File: config.mk
export PLATFORM = sky130hd
export DESIGN_NAME = irq_priority_encoder
export DESIGN_NICKNAME = d
export VERILOG_FILES = /design/src/rtl/irq_priority_encoder_pkg.sv /design/src/rtl/irq_priority_encoder_prio_select.sv /design/src/rtl/irq_priority_encoder.sv
export SDC_FILE = /design/constraint.sdc
export NUM_CORES = 1
export LEC_CHECK = 0
export ABC_AREA = 1
export CORE_ASPECT_RATIO = 1.25
export CORE_MARGIN = 2
export CORE_UTILIZATION = 41
export CTS_CLUSTER_SIZE = 28
export DETAILED_ROUTE_END_ITERATION = 16
export PLACE_DENSITY_LB_ADDON = 0.2
export SYNTH_ARGS = -nofsm -noshare
export SYNTH_HDL_FRONTEND = slang
export SYNTH_SLANG_ARGS = --single-unit
File: constraint.sdc
create_clock -name clk -period 4.1 [get_ports clk]
set_input_delay 1.025 -clock clk [delete_from_list [all_inputs] [get_ports clk]]
set_output_delay 1.025 -clock clk [all_outputs]
set_load 0.02 [all_outputs]
File: src/rtl/irq_priority_encoder_pkg.sv
// Shared types and helpers for the interrupt priority encoder.
// Holds the selection-mode enum, the channel ceiling and bit-vector helpers.
package irq_priority_encoder_pkg;

    localparam int N_MAX = 64;

    typedef enum logic {
        SEL_FIXED = 1'b0,
        SEL_RR    = 1'b1
    } sel_mode_e;

    function automatic logic [6:0] popcount(input logic [N_MAX-1:0] v);
        logic [6:0] c;
        c = '0;
        for (int i = 0; i < N_MAX; i++) begin
            c = c + 7'((v >> i) & N_MAX'(1));
        end
        return c;
    endfunction

    function automatic logic [N_MAX-1:0] onehot(input logic [5:0] idx);
        return N_MAX'(1) << idx;
    endfunction

endpackage

File: src/rtl/irq_priority_encoder_prio_select.sv
// Combinational pick of the first set bit, searching downward from a start
// index and wrapping from 0 to N-1. Fixed mode always starts at N-1.
module prio_select
    import irq_priority_encoder_pkg::*;
#(
    parameter int        N    = 8,
    parameter int        W    = $clog2(N),
    parameter sel_mode_e MODE = SEL_FIXED
) (
    input  logic [N-1:0] vec,
    input  logic [W-1:0] start,
    output logic         found,
    output logic [W-1:0] idx
);

    int          first;
    int          pos;
    logic [N-1:0] shifted;

    always_comb begin
        found   = 1'b0;
        idx     = '0;
        pos     = 0;
        shifted = '0;
        first   = (MODE == SEL_FIXED) ? N - 1 : int'(start);
        for (int k = 0; k < N; k++) begin
            pos = first - k;
            if (pos < 0) begin
                pos = pos + N;
            end
            shifted = vec >> pos;
            if (!found && shifted[0]) begin
                found = 1'b1;
                idx   = W'(pos);
            end
        end
    end

endmodule

File: src/rtl/irq_priority_encoder.sv
// Sticky-request interrupt priority encoder with registered grant and count.
// Define IRQ_PRIO_RR_EN to replace fixed priority with round-robin selection.
module irq_priority_encoder
    import irq_priority_encoder_pkg::*;
#(
    parameter int N = 8,
    parameter int W = $clog2(N)
) (
    input  logic         clk,
    input  logic         rst,
    input  logic         en,
    input  logic [N-1:0] req,
    input  logic         ack,
    output logic [W-1:0] code,
    output logic         valid,
    output logic [W:0]   pend_cnt
);

    logic [N-1:0] pend;
    logic [N-1:0] pend_next;
    logic [N-1:0] clr;
    logic         take;
    logic         rearb;
    logic [W-1:0] start;
    logic         found;
    logic [W-1:0] sel_idx;

    assign take  = valid & ack;
    assign rearb = ~valid | ack;

    // A new request for the channel being acked survives the clear (set wins).
    assign clr       = take ? N'(onehot(6'(code))) : '0;
    assign pend_next = (pend & ~clr) | (en ? req : '0);

`ifdef IRQ_PRIO_RR_EN
    localparam sel_mode_e MODE = SEL_RR;

    logic [W-1:0] last;
    logic [W-1:0] last_eff;

    always_ff @(posedge clk or posedge rst) begin
        if (rst) begin
            last <= '0;
        end else if (take) begin
            last <= code;
        end
    end

    // The channel acked this edge already counts as "last" for the next pick.
    assign last_eff = take ? code : last;
    assign start    = (last_eff == '0) ? W'(N - 1) : last_eff - W'(1);
`else
    localparam sel_mode_e MODE = SEL_FIXED;

    assign start = W'(N - 1);
`endif

    prio_select #(
        .N    (N),
        .W    (W),
        .MODE (MODE)
    ) u_select (
        .vec   (pend_next),
        .start (start),
        .found (found),
        .idx   (sel_idx)
    );

    always_ff @(posedge clk or posedge rst) begin
        if (rst) begin
            pend     <= '0;
            code     <= '0;
            valid    <= 1'b0;
            pend_cnt <= '0;
        end else begin
            pend     <= pend_next;
            pend_cnt <= (W+1)'(popcount(N_MAX'(pend_next)));
            if (rearb) begin
                valid <= found;
                code  <= found ? sel_idx : '0;
            end
        end
    end

endmodule

==> run metrics <==
post-cts hold buffer count 0; Bufs on Longest Clock Path 2; clk slew on worst S/H paths 0.09 ns; die outline height 56.81 um; number of buffers inserted by port buffering 19; relative area change from synthesis to final layout 38.58%; DRT met1 WL 825 um; commonest register cell after synthesis dfrtp_1; Yosys cell types 23; total track usage 17.09%; combinational family with the most area after synthesis simple AND/OR/NAND/NOR gates; reg2reg end pend_cnt[1]$_DFF_PP0_; RSZ-0062 raised after global routing no; placed cells 158; CP Capture Point pend_cnt[1]$_DFF_PP0_; net count reported at finish 153; instance count of the mapped netlist 101; DR pass1 iterations 4; startpoint of the worst-slack reg-to-reg timing path code[0]$_DFFE_PP0P_; area share of xor/xnor cells in the synthesized design 0.9576%; final worst path period need 3.895 ns; Adder-Cell Fraction of Synth Area 12.86%; post-route ant nets 0; area share of the leading cell type in the synthesized netlist 43.78%; area of the core 2163 um2; Synth warnings 0; final count of hold timing violations 0; slew margin rel. 60.55%; power per unit of standard cell area 432.7 nW/um2; sequential-to-total area share from yosys stat 43.78%; compound-cell area share of the yosys netlist 9.713%; Finish-stage setup viols 0; global-route wire length before repair 3236 um; final WL 1886 um; Synth Area in Simple Gates 23.26%; Final Core Density 58.59%; Post-Synthesis Cell Area 914.6 um2; register bit total from synthesis 16; required time worst endpoint 4.29 ns; syn nets 120; Worst Reg2Reg Path Length in Cells 13; Root Buffer clkbuf_4; TritonCTS clock tree built; layout cell share with drive strength beyond 1 21.05%; maximum fanout count along the critical path 2; ys async rst share 100.0%; detailed placement HPWL 1514 um; worst hold slack after final layout 0.5270 ns; sum of internal, switching and leakage power 0.5484 mW; result of the run complete, no violations; number of fillers in the final layout 195; Post-route DRC 0; row count 19; Via-to-Cell Ratio 4.610; Worst IR Drop VDD 0.3354 mV; number of enable flip-flop cells after synthesis 0; weighted congestion at the end of routability-driven global placement 0.7840; number of antenna violations at the first check in global routing 0; CP Launch Type input pin; biggest area consumer among synthesized cells dfrtp_1; leading cell types by count after synthesis nand2_1, inv_1, dfrtp_1, nand3_1, nor2_1; multiplexer share of the synthesized area 0%; leakage power summed over all cells 0.6055 nW; transition time at the pin with the least slew margin 0.5911 ns; final-report max-slew violation count 0; routed length on met2 971 um; clock buffers created by TritonCTS 3; total negative slack for setup checks 0 ns; Antenna diodes 0; CP startpoint ack; initial core utilization 42.28%; category of the worst setup path capture point register; num ports 20; leading cell types by total area after synthesis dfrtp_1, nand2_1, fa_1; die area 2627 um2; setup slack, reg-to-reg 0.62 ns; largest net degree at the start of global routing 17; top routing layer used met4; Die Span X 46.25 um; CTS HTree Levels 1; via count of the first global-routing pass 756; Peak Freq 0.2568 GHz; most numerous cell in the Yosys netlist nand2_1; TritonCTS sink count 16; clock latency on the worst-skew pair 0.29 ns; average routed wire per standard cell 11.50 um; number of vias in the routed layout 756; drt first-iter violations 7; Post-Syn Area per Cell 9.056 um2; post-route fraction of the period consumed by the critical path 94.99%; MaxCap Viol Count 0; worst hold path class register to register; Worst Path Arrival 4.09 ns; routed length on met3 46 um; largest clock skew in the final design 0.005115 ns; non-filler instance count after layout 164; Congestion Overflow GR 0; Critical Setup Path Class input pin to register
## cells by family (layout without fill, tap and decap cells)
family | count (synthesis) | in the layout
compound gates | 11 | 11
xor+xnor | 1 | 1
fa+ha+maj | 7 | 7
buf+inv | 21 | 53
flops | 16 | 16
simple gates | 45 | 45
## per-stage QoR
step           cell area, um2  setup WS (ns)
2_1_floorplan           914.6         0.2649
3_5_place_dp             1192        -0.4159
6_report                 1267         0.2053
5_1_grt                  1267        0.03539
3_3_place_gp             1192        -0.3434
4_1_cts                  1265        0.06578
## layer usage
layer  GRT usage (%)  vias up
met1           23.75      353
li1                -      382
met5               0        -
met4           7.347        0
met2           26.19       16
met3           1.929        5
## cell usage in the layout, fill, tap and decap left out, drive strengths merged, types with 3 or more instances in the layout
cell           netlist  routed
nand2               28      28
clkdlybuf4s50        0      17
fa                   4       4
buf                  1      10
inv                 20      20
ha                   3       3
o21ai                4       4
dfrtp               16      16
nand3                7       7
nor2                 8       8
clkbuf               0       4
## worst max-delay path, cell delays in order
cell	delay, ns
dlygate4sd2_1	0.22
nand2_2	0.08
nor2_4	0.11
nand3_1	0.09
a22oi_2	0.17
inv_1	0.09
fa_1	0.48
fa_1	0.49
inv_1	0.05
fa_1	0.45
inv_1	0.08
ha_2	0.17
inv_1	0.05
fa_1	0.47
inv_1	0.05
## registers in the layout (all words and copies together), names as in the netlist
signal and flops:
code 3, pend 8, pend_cnt 4, valid 1
## where the power goes
| group | internal [mW] | switching [mW] | leakage [nW] |
|---|---|---|---|
| Sequential | 0.190 | 0.0141 | 0.164 |
| Clock | 0.0542 | 0.0504 | 0.0210 |
| Combinational | 0.110 | 0.129 | 0.421 |
## worst min path at each step
stage	from	to	slack (ns)	cells after the start
floorplan	pend[0]$_DFF_PP0_	valid$_DFFE_PP0P_	0.48	2
global placement	pend[1]$_DFF_PP0_	pend[1]$_DFF_PP0_	0.50	2
detailed placement	pend[1]$_DFF_PP0_	pend[1]$_DFF_PP0_	0.51	2
CTS	pend[1]$_DFF_PP0_	pend[1]$_DFF_PP0_	0.53	2
global route	pend[1]$_DFF_PP0_	pend[1]$_DFF_PP0_	0.57	2
finish	pend[1]$_DFF_PP0_	pend[1]$_DFF_PP0_	0.53	2
## timing repair
item,in CTS,in global routing
gates resized for setup,7,1
setup buffers,2,0
pin swaps,4,0
setup endpoints to repair,2,2
## area by class of cell
type	instances	area [um2]	share of cell area [%]
Clock buffer	4	36.28	2.863
Inverter	20	75.07	5.923
Multi-Input combinational cell	64	450.4	35.54
Sequential cell	16	400.4	31.59
Tap cell	31	38.79	3.060
Timing Repair Buffer	29	266.5	21.03
(Power assumes the default switching activity.)
